===== src/rtl/issue_pkg.sv =====
// Shared constants, FU codes and the control-field record kept per issue-queue entry.
package issue_pkg;
  localparam int DEPTH     = 4;
  localparam int PAYLOAD_W = 76;
  localparam int NFU       = 5;
  localparam int REG_W     = 6;
  localparam int NREG      = 1 << REG_W;
  localparam int FU_W      = 3;

  localparam logic [FU_W-1:0]  FU_ALU   = 3'd0;
  localparam logic [FU_W-1:0]  FU_BRU   = 3'd2;
  localparam logic [FU_W-1:0]  FU_LSU   = 3'd3;
  localparam logic [FU_W-1:0]  FU_HILO  = 3'd4;
  localparam logic [REG_W-1:0] REG_HILO = 6'd32;

  typedef struct packed {
    logic [FU_W-1:0]  fu;
    logic [REG_W-1:0] reg1;
    logic [REG_W-1:0] reg2;
    logic [REG_W-1:0] reg3;
    logic             r1_val;
    logic             r2_val;
    logic             rf_we;
  } iq_ctrl_t;

  function automatic logic src_clear(input logic used, input logic busy);
    return ~used | ~busy;
  endfunction
endpackage


===== src/rtl/sb_busy_table.sv =====
// Register busy scoreboard: one set port, one clear port, three combinational read ports.
module sb_busy_table
  import issue_pkg::*;
(
  input  logic             clk,
  input  logic             reset,
  input  logic             i_set_en,
  input  logic [REG_W-1:0] i_set_idx,
  input  logic             i_clr_en,
  input  logic [REG_W-1:0] i_clr_idx,
  input  logic [REG_W-1:0] i_rd1_idx,
  input  logic [REG_W-1:0] i_rd2_idx,
  input  logic [REG_W-1:0] i_rd3_idx,
  output logic             o_rd1_busy,
  output logic             o_rd2_busy,
  output logic             o_rd3_busy
);
  logic [NREG-1:0] r_busy;
  logic [NREG-1:0] w_set_mask;
  logic [NREG-1:0] w_clr_mask;

  // r0 is hardwired zero, so it is never tracked; a set of the same bit
  // being cleared wins because it belongs to the younger producer.
  always_comb begin
    w_set_mask = '0;
    w_clr_mask = '0;
    if (i_set_en && (i_set_idx != '0)) w_set_mask[i_set_idx] = 1'b1;
    if (i_clr_en) w_clr_mask[i_clr_idx] = 1'b1;
  end

  always_ff @(posedge clk or posedge reset) begin
    if (reset) r_busy <= '0;
    else       r_busy <= ((r_busy & ~w_clr_mask) | w_set_mask) & ~NREG'(1);
  end

  assign o_rd1_busy = r_busy[i_rd1_idx];
  assign o_rd2_busy = r_busy[i_rd2_idx];
  assign o_rd3_busy = r_busy[i_rd3_idx];
endmodule


===== src/rtl/issue_sched.sv =====
// In-order issue queue: FIFO of decoded ops, head issues when operands, destination and FU are free.
module issue_sched #(
  parameter int DEPTH     = issue_pkg::DEPTH,
  parameter int PAYLOAD_W = issue_pkg::PAYLOAD_W,
  parameter int NFU       = issue_pkg::NFU
) (
  input  logic                 clk,
  input  logic                 reset,
  input  logic                 flush,
  input  logic                 in_valid,
  output logic                 in_ready,
  input  logic [2:0]           in_fu,
  input  logic [5:0]           in_reg1,
  input  logic [5:0]           in_reg2,
  input  logic                 in_r1_val,
  input  logic                 in_r2_val,
  input  logic [5:0]           in_reg3,
  input  logic                 in_rf_we,
  input  logic [PAYLOAD_W-1:0] in_payload,
  input  logic [NFU-1:0]       fu_busy,
  output logic                 iss_valid,
  output logic [2:0]           iss_fu,
  output logic [5:0]           iss_reg3,
  output logic                 iss_rf_we,
  output logic [PAYLOAD_W-1:0] iss_payload,
  input  logic                 wb_valid,
  input  logic [5:0]           wb_reg,
  output logic [15:0]          stall_cnt
);
  import issue_pkg::*;

  localparam int PTR_W = (DEPTH > 1) ? $clog2(DEPTH) : 1;
  localparam int CNT_W = $clog2(DEPTH + 1);

  function automatic logic [15:0] sat_inc16(input logic [15:0] v);
    return (v == 16'hFFFF) ? v : v + 16'd1;
  endfunction

  iq_ctrl_t             r_ctrl [DEPTH];
  logic [PAYLOAD_W-1:0] r_pay  [DEPTH];
  logic [PTR_W-1:0]     r_wptr;
  logic [PTR_W-1:0]     r_rptr;
  logic [CNT_W-1:0]     r_count;
  logic [15:0]          r_stall;

  iq_ctrl_t             w_in_ctrl;
  iq_ctrl_t             w_head;
  logic                 w_full;
  logic                 w_empty;
  logic                 w_push;
  logic                 w_issue;
  logic                 w_ready;
  logic                 w_b1;
  logic                 w_b2;
  logic                 w_b3;
  logic [(1<<FU_W)-1:0] w_fu_busy_ext;

  assign w_full   = (r_count == CNT_W'(DEPTH));
  assign w_empty  = (r_count == '0);
  assign in_ready = ~w_full;
  assign w_push   = in_valid & ~w_full & ~flush;

  assign w_in_ctrl = '{fu: in_fu, reg1: in_reg1, reg2: in_reg2, reg3: in_reg3,
                       r1_val: in_r1_val, r2_val: in_r2_val, rf_we: in_rf_we};
  assign w_head    = r_ctrl[r_rptr];

  // Codes with no physical unit read as permanently busy so they can never issue.
  always_comb begin
    w_fu_busy_ext          = '1;
    w_fu_busy_ext[NFU-1:0] = fu_busy;
  end

  sb_busy_table u_busy (
    .clk        (clk),
    .reset      (reset),
    .i_set_en   (w_issue & w_head.rf_we),
    .i_set_idx  (w_head.reg3),
    .i_clr_en   (wb_valid),
    .i_clr_idx  (wb_reg),
    .i_rd1_idx  (w_head.reg1),
    .i_rd2_idx  (w_head.reg2),
    .i_rd3_idx  (w_head.reg3),
    .o_rd1_busy (w_b1),
    .o_rd2_busy (w_b2),
    .o_rd3_busy (w_b3)
  );

  assign w_ready = src_clear(w_head.r1_val, w_b1) & src_clear(w_head.r2_val, w_b2) &
                   src_clear(w_head.rf_we, w_b3);
  assign w_issue = ~w_empty & w_ready & ~w_fu_busy_ext[w_head.fu] & ~flush;

  assign iss_valid   = w_issue;
  assign iss_fu      = w_issue ? w_head.fu    : '0;
  assign iss_reg3    = w_issue ? w_head.reg3  : '0;
  assign iss_rf_we   = w_issue ? w_head.rf_we : 1'b0;
  assign iss_payload = w_issue ? r_pay[r_rptr] : '0;
  assign stall_cnt   = r_stall;

  always_ff @(posedge clk) begin
    if (w_push) begin
      r_ctrl[r_wptr] <= w_in_ctrl;
      r_pay[r_wptr]  <= in_payload;
    end
  end

  always_ff @(posedge clk or posedge reset) begin
    if (reset) begin
      r_wptr  <= '0;
      r_rptr  <= '0;
      r_count <= '0;
    end else if (flush) begin
      r_wptr  <= '0;
      r_rptr  <= '0;
      r_count <= '0;
    end else begin
      if (w_push)  r_wptr <= r_wptr + PTR_W'(1);
      if (w_issue) r_rptr <= r_rptr + PTR_W'(1);
      case ({w_push, w_issue})
        2'b10:   r_count <= r_count + CNT_W'(1);
        2'b01:   r_count <= r_count - CNT_W'(1);
        default: r_count <= r_count;
      endcase
    end
  end

  always_ff @(posedge clk or posedge reset) begin
    if (reset)                             r_stall <= '0;
    else if (~w_empty & ~w_issue & ~flush) r_stall <= sat_inc16(r_stall);
  end
endmodule


===== config.mk =====
export PLATFORM = sky130hd
export DESIGN_NAME = issue_sched
export DESIGN_NICKNAME = d
export VERILOG_FILES = /design/src/rtl/issue_pkg.sv /design/src/rtl/sb_busy_table.sv /design/src/rtl/issue_sched.sv
export SDC_FILE = /design/constraint.sdc
export NUM_CORES = 1
export LEC_CHECK = 0
export CAP_MARGIN = 20
export CORE_UTILIZATION = 32
export DETAILED_ROUTE_END_ITERATION = 12
export GPL_TIMING_DRIVEN = 0
export PLACE_DENSITY_LB_ADDON = 0.2
export SLEW_MARGIN = 20
export SYNTH_ARGS = -nofsm -noshare
export SYNTH_HDL_FRONTEND = slang
export SYNTH_HIERARCHICAL = 1
export SYNTH_SLANG_ARGS = --single-unit

===== constraint.sdc =====
create_clock -name clk -period 5.2 [get_ports clk]
set_input_delay 0.52 -clock clk [delete_from_list [all_inputs] [get_ports clk]]
set_output_delay 0.52 -clock clk [all_outputs]
set_load 0.005 [all_outputs]

==> results of run 1 <==
## per-stage QoR
stage                     std cells  TNS (ns)
final                          2399    -1.449
after global routing           2399    -15.58
after CTS                      2381    -10.30
after floorplan                1156         0
after global placement         2227   -925.14
after detailed placement       2237   -206.68
## registers in the layout, summed over array words and instances, names as in the netlist
name,cells
r_wptr,2
r_pay,304
r_ctrl,96
r_count,3
u_busy/r_busy,63
stall_cnt,16
r_rptr,2
## per-layer routing
metal / global-route usage (%) / up-vias
li1: - / 5339
met1: 21.52 / 6280
met2: 27.74 / 380
met3: 5.506 / 113
met4: 5.390 / 18
met5: 0 / -
## repair_timing
action	CTS	global route
cloned	10	0
buffers inserted	40	21
endpoints found under the setup margin	171	104
pin swaps	10	8
gates resized for setup	500	77
## cell type report
class / instances / area [um2]
Buffer: 57 / 648.1
Clock buffer: 67 / 1410
Inverter: 13 / 55.05
Clock inverter: 31 / 280.3
Multi-Input combinational cell: 597 / 6705
Timing Repair Buffer: 293 / 2910
Tap cell: 855 / 1070
Fill cell: 5727 / 37110
Sequential cell: 486 / 14160
## logic make-up after synthesis
kind of cell | Yosys count | synth area share (%)
AO/OA/AOI/OAI | 160 | 4.453
XOR/XNOR | 19 | 0.8003
adder cells (fa/ha/maj) | 6 | 0.3971
buffers and inverters | 73 | 2.136
flip-flops | 486 | 68.11
multiplexers | 188 | 17.90
AND/OR/NAND/NOR | 224 | 6.198
## power groups by stage
| stage | sequential, mW | clock (mW) | combinational [mW] |
|---|---|---|---|
| detailed placement | 4.74 | 0 | 2.65 |
| finish | 4.67 | 3.68 | 3.25 |
| CTS | 4.66 | 3.77 | 3.16 |
| global placement | 4.77 | 0 | 2.61 |
| global route | 4.70 | 3.92 | 3.48 |
| floorplan | 4.71 | 0 | 1.69 |
## Yosys cell counts (all sizes together) (8+ instances only)
| cell type | count | area [um2] |
|---|---|---|
| nand4 | 8 | 50.05 |
| nor2 | 17 | 63.81 |
| nand2 | 31 | 116.4 |
| a21oi | 8 | 40.04 |
| mux2 | 10 | 123.9 |
| xnor2 | 17 | 148.9 |
| mux4 | 144 | 3258 |
| inv | 13 | 48.80 |
| nor3 | 10 | 50.05 |
| o21ai | 131 | 659.4 |
| buf | 26 | 247.7 |
| dfrtp | 86 | 2152 |
| and2 | 9 | 57.56 |
| nand3b | 10 | 75.07 |
| nand3 | 18 | 90.09 |
| clkbuf | 34 | 147.7 |
| nor2b | 85 | 531.8 |
| mux2i | 34 | 340.3 |
| edfxtp | 400 | 12010 |
## critical path: cells and delay by family, from the launching register on
| family | cells | cell delay, ns |
|---|---|---|
| AO/OA/AOI/OAI | 3 | 0.60 |
| AND/OR/NAND/NOR | 4 | 0.65 |
| buffers and inverters | 10 | 1.40 |
| flip-flops | 1 | 0.37 |
| multiplexers | 3 | 1.17 |
## worst max-delay path by stage
| stage | startpoint | cells after the start | slack, ns | end |
|---|---|---|---|---|
| global placement | in_valid | 5 | -1.93 | r_pay[2][58]$_DFFE_PP_ |
| floorplan | r_rptr[0]$_DFFE_PP0P_ | 25 | 0.06 | r_count[2]$_DFFE_PP0P_ |
| global route | r_rptr[0]$_DFFE_PP0P_ | 21 | -0.31 | iss_payload[2] |
| finish | r_rptr[0]$_DFFE_PP0P_ | 20 | -0.12 | iss_reg3[4] |
| CTS | r_rptr[0]$_DFFE_PP0P_ | 18 | -0.26 | iss_payload[25] |
| detailed placement | r_rptr[0]$_DFFE_PP0P_ | 19 | -1.61 | iss_rf_we |
==> flow_results.org, run 1 <==
** Run status
- The run finished, with violations left.
- The final reports fail on negative setup slack.

** Clock network
- The clock tree synthesis step divided the H-tree into 2 levels.
- Clock root cell :: sky130_fd_sc_hd__clkbuf_16
- Number of buffers added to fix hold violations after cts :: 0
- Maximum buffer depth of the clock tree :: 3
- Number of sinks handled by clock tree synthesis :: 486
- Counting the buffers created by CTS gives 53.
- The clock reaches the later pin of the worst-skew pair after 0.61 ns.
- TritonCTS built the clock tree.
- After clock tree synthesis, the clock-pin slew on the worst setup and hold paths is 0.06 ns.

** Placed design
- Post-place instance area :: 0.02428 mm2
- OpenSTA, run right after detailed placement, puts the worst setup slack at -1.605 ns.
- Total half-perimeter wirelength after legalization and detailed placement :: 35,240 um
- GP Congestion :: 0.8461
- Port Buf Inserts :: 216

** Logic synthesis
- Summing the sequential cell areas from Yosys gives 68.11% of the chip area.
- Summing every instance area after synthesis gives 0.02079 mm2.
- Mean area per synthesized cell :: 17.99 um2
- Synthesis-stage register bit count :: 486
- For this run, the leading register cell type out of synthesis is sky130_fd_sc_hd__edfxtp_1.
- Synthesis produced a netlist with a net count of 1,278.
- The netlist uses 56 different library cells.
- Yosys warning total :: 6
- Share of flip-flops with an asynchronous set or reset :: 17.70%
- Number of enable-type register cells in the synthesized netlist :: 400
- Number of instances in the synthesized netlist :: 1,156

** Finish
- The library cells used most frequently in the layout, excluding fill and tap cells, are sky130_fd_sc_hd__edfxtp_1, sky130_fd_sc_hd__mux4_2, sky130_fd_sc_hd__o21ai_0, sky130_fd_sc_hd__clkdlybuf4s50_1, sky130_fd_sc_hd__dfrtp_1.
- Net count reported at finish :: 1,623
- Most common cell after layout, fill and taps aside :: sky130_fd_sc_hd__edfxtp_1
- Cells fill 42.34% of the core in the end.
- The area growth from synthesis to layout is 31.01%.
- In the final layout, the share of cells above drive strength 1 is 33.61%.
- The number of antenna diodes in the final layout is 0.
- The finished cells cover 0.02724 mm2.

** Setup path
- Required time reported for the critical path endpoint :: 4.68 ns
- FF-to-FF path depth :: 26
- Cell-by-cell trace of the critical path :: buf_12, clkbuf_16, buf_12, mux4_2, buf_12, buf_12, mux4_2, mux2i_2, nor3_2, nor4_2, a211oi_2, and2_4, a211oi_4, o211ai_4, buf_6, buf_12, clkbuf_16, buf_12, nor2b_1, buf_2
- The startpoint identified for the worst register-to-register timing path is r_rptr[0]$_DFFE_PP0P_.
- Register-to-Register Setup Slack :: 0.14 ns
- For the worst setup path, the data arrival time is 4.80 ns.
- Sort of element at the end of the critical path :: primary output
- Worst reg2reg endpoint :: r_count[2]$_DFFE_PP0P_
- The worst setup path is launched from a flop.
- Worst path most repeated cell :: sky130_fd_sc_hd__buf_12
- Max FO, Critical Path :: 8
- Cell with the biggest individual delay on the critical path :: sky130_fd_sc_hd__mux4_2
- The critical path is of the flop to primary output type.
- In this design, the stage delay of the slowest critical-path cell is 0.52 ns.

** STA
- Highest clock frequency the design can meet :: 188.0 MHz
- At the pin with the least slew margin, the transition time is 0.9267 ns.
- After layout, the minimum clock period comes to 5.318 ns.
- Max-slew headroom :: 38.22%
- Hold timing on the final database bottoms out at a slack of 0.3707 ns.
- In the post-route analysis, the smallest setup slack over all paths is -0.1182 ns.
- Final-report max-slew violation count :: 0
- Of the available clock period, the critical path in the final layout requires 102.3%.
- Number of hold violations in the final report :: 0
- Setup-violating endpoint count in the final report :: 34
- Unrepaired setup endpoints after global routing :: yes
- Clock skew on the completed layout was measured at 0.01583 ns.

** Floorplanning
- Width of the die :: 256.9 um
- From bottom edge to top edge, the die measures 256.9 um.
- Die Footprint :: 0.06600 mm2
- Row count :: 93
- 220 I/O pins were placed.
- The floorplan step defined a core boundary enclosing 0.06435 mm2.
- The initial utilization of the core area, before any placement, comes to 32.31%.

** Power and ir drop
- Net switching power :: 3.239 mW
- Across the VDD grid, the largest voltage drop is 0.3182 mV.
- Clock power share :: 31.8%
- In this run the static leakage power is 9.484 nW.
- Int Power :: 8.358 mW
- Dividing total power by cell area gives a power density of 425.7 mW/mm2.
- Share of total power consumed by net switching :: 27.93%
- Combinational cells account for 28.0% of the total power.
- Summing internal, switching and leakage power gives 11.60 mW.
- The share of total power dissipated in sequential elements is 40.2%.

** Global routing
- Wire length of the first global-routing pass :: 83,690 um
- Final global-route overflow total :: 0
- Total routing usage reported by global routing :: 17.04%
- Antenna violations before repair :: 9
- Vias in the first global route :: 12,730
- Entering global routing, the biggest net connects 39 pins.

** Routing
- Highest metal used :: met5
- The first TritonRoute pass finished after 5 iterations.
- Wire length after detailed routing :: 56,300 um
- Wire length on met3 :: 4187 um
- Via/cell ratio :: 5.056
- # DRC :: 0
- Sum of met2 wire segment lengths after detailed routing :: 27,260 um
- Detailed routing inserted a total of 12,130 vias.
- Routed len/inst :: 23.47 um
- Routed Antenna Nets :: 0
- For this block, wires on met1 add up to 23,030 um.
- Initial drt markers :: 925

** Worst hold path
- The path class of the tightest hold or removal check is input pin to async pin.

** Job
- Total of max-cap violations :: 0
Note: power is estimated with default switching activity, not from simulation.
==> run 2, diff against run 1 <==
Settings changed: ABC_CLOCK_PERIOD_IN_PS set to 5200.
==> results of run 2 <==
Same layout as run 1: the final DEF is identical, and so are final timing and power.
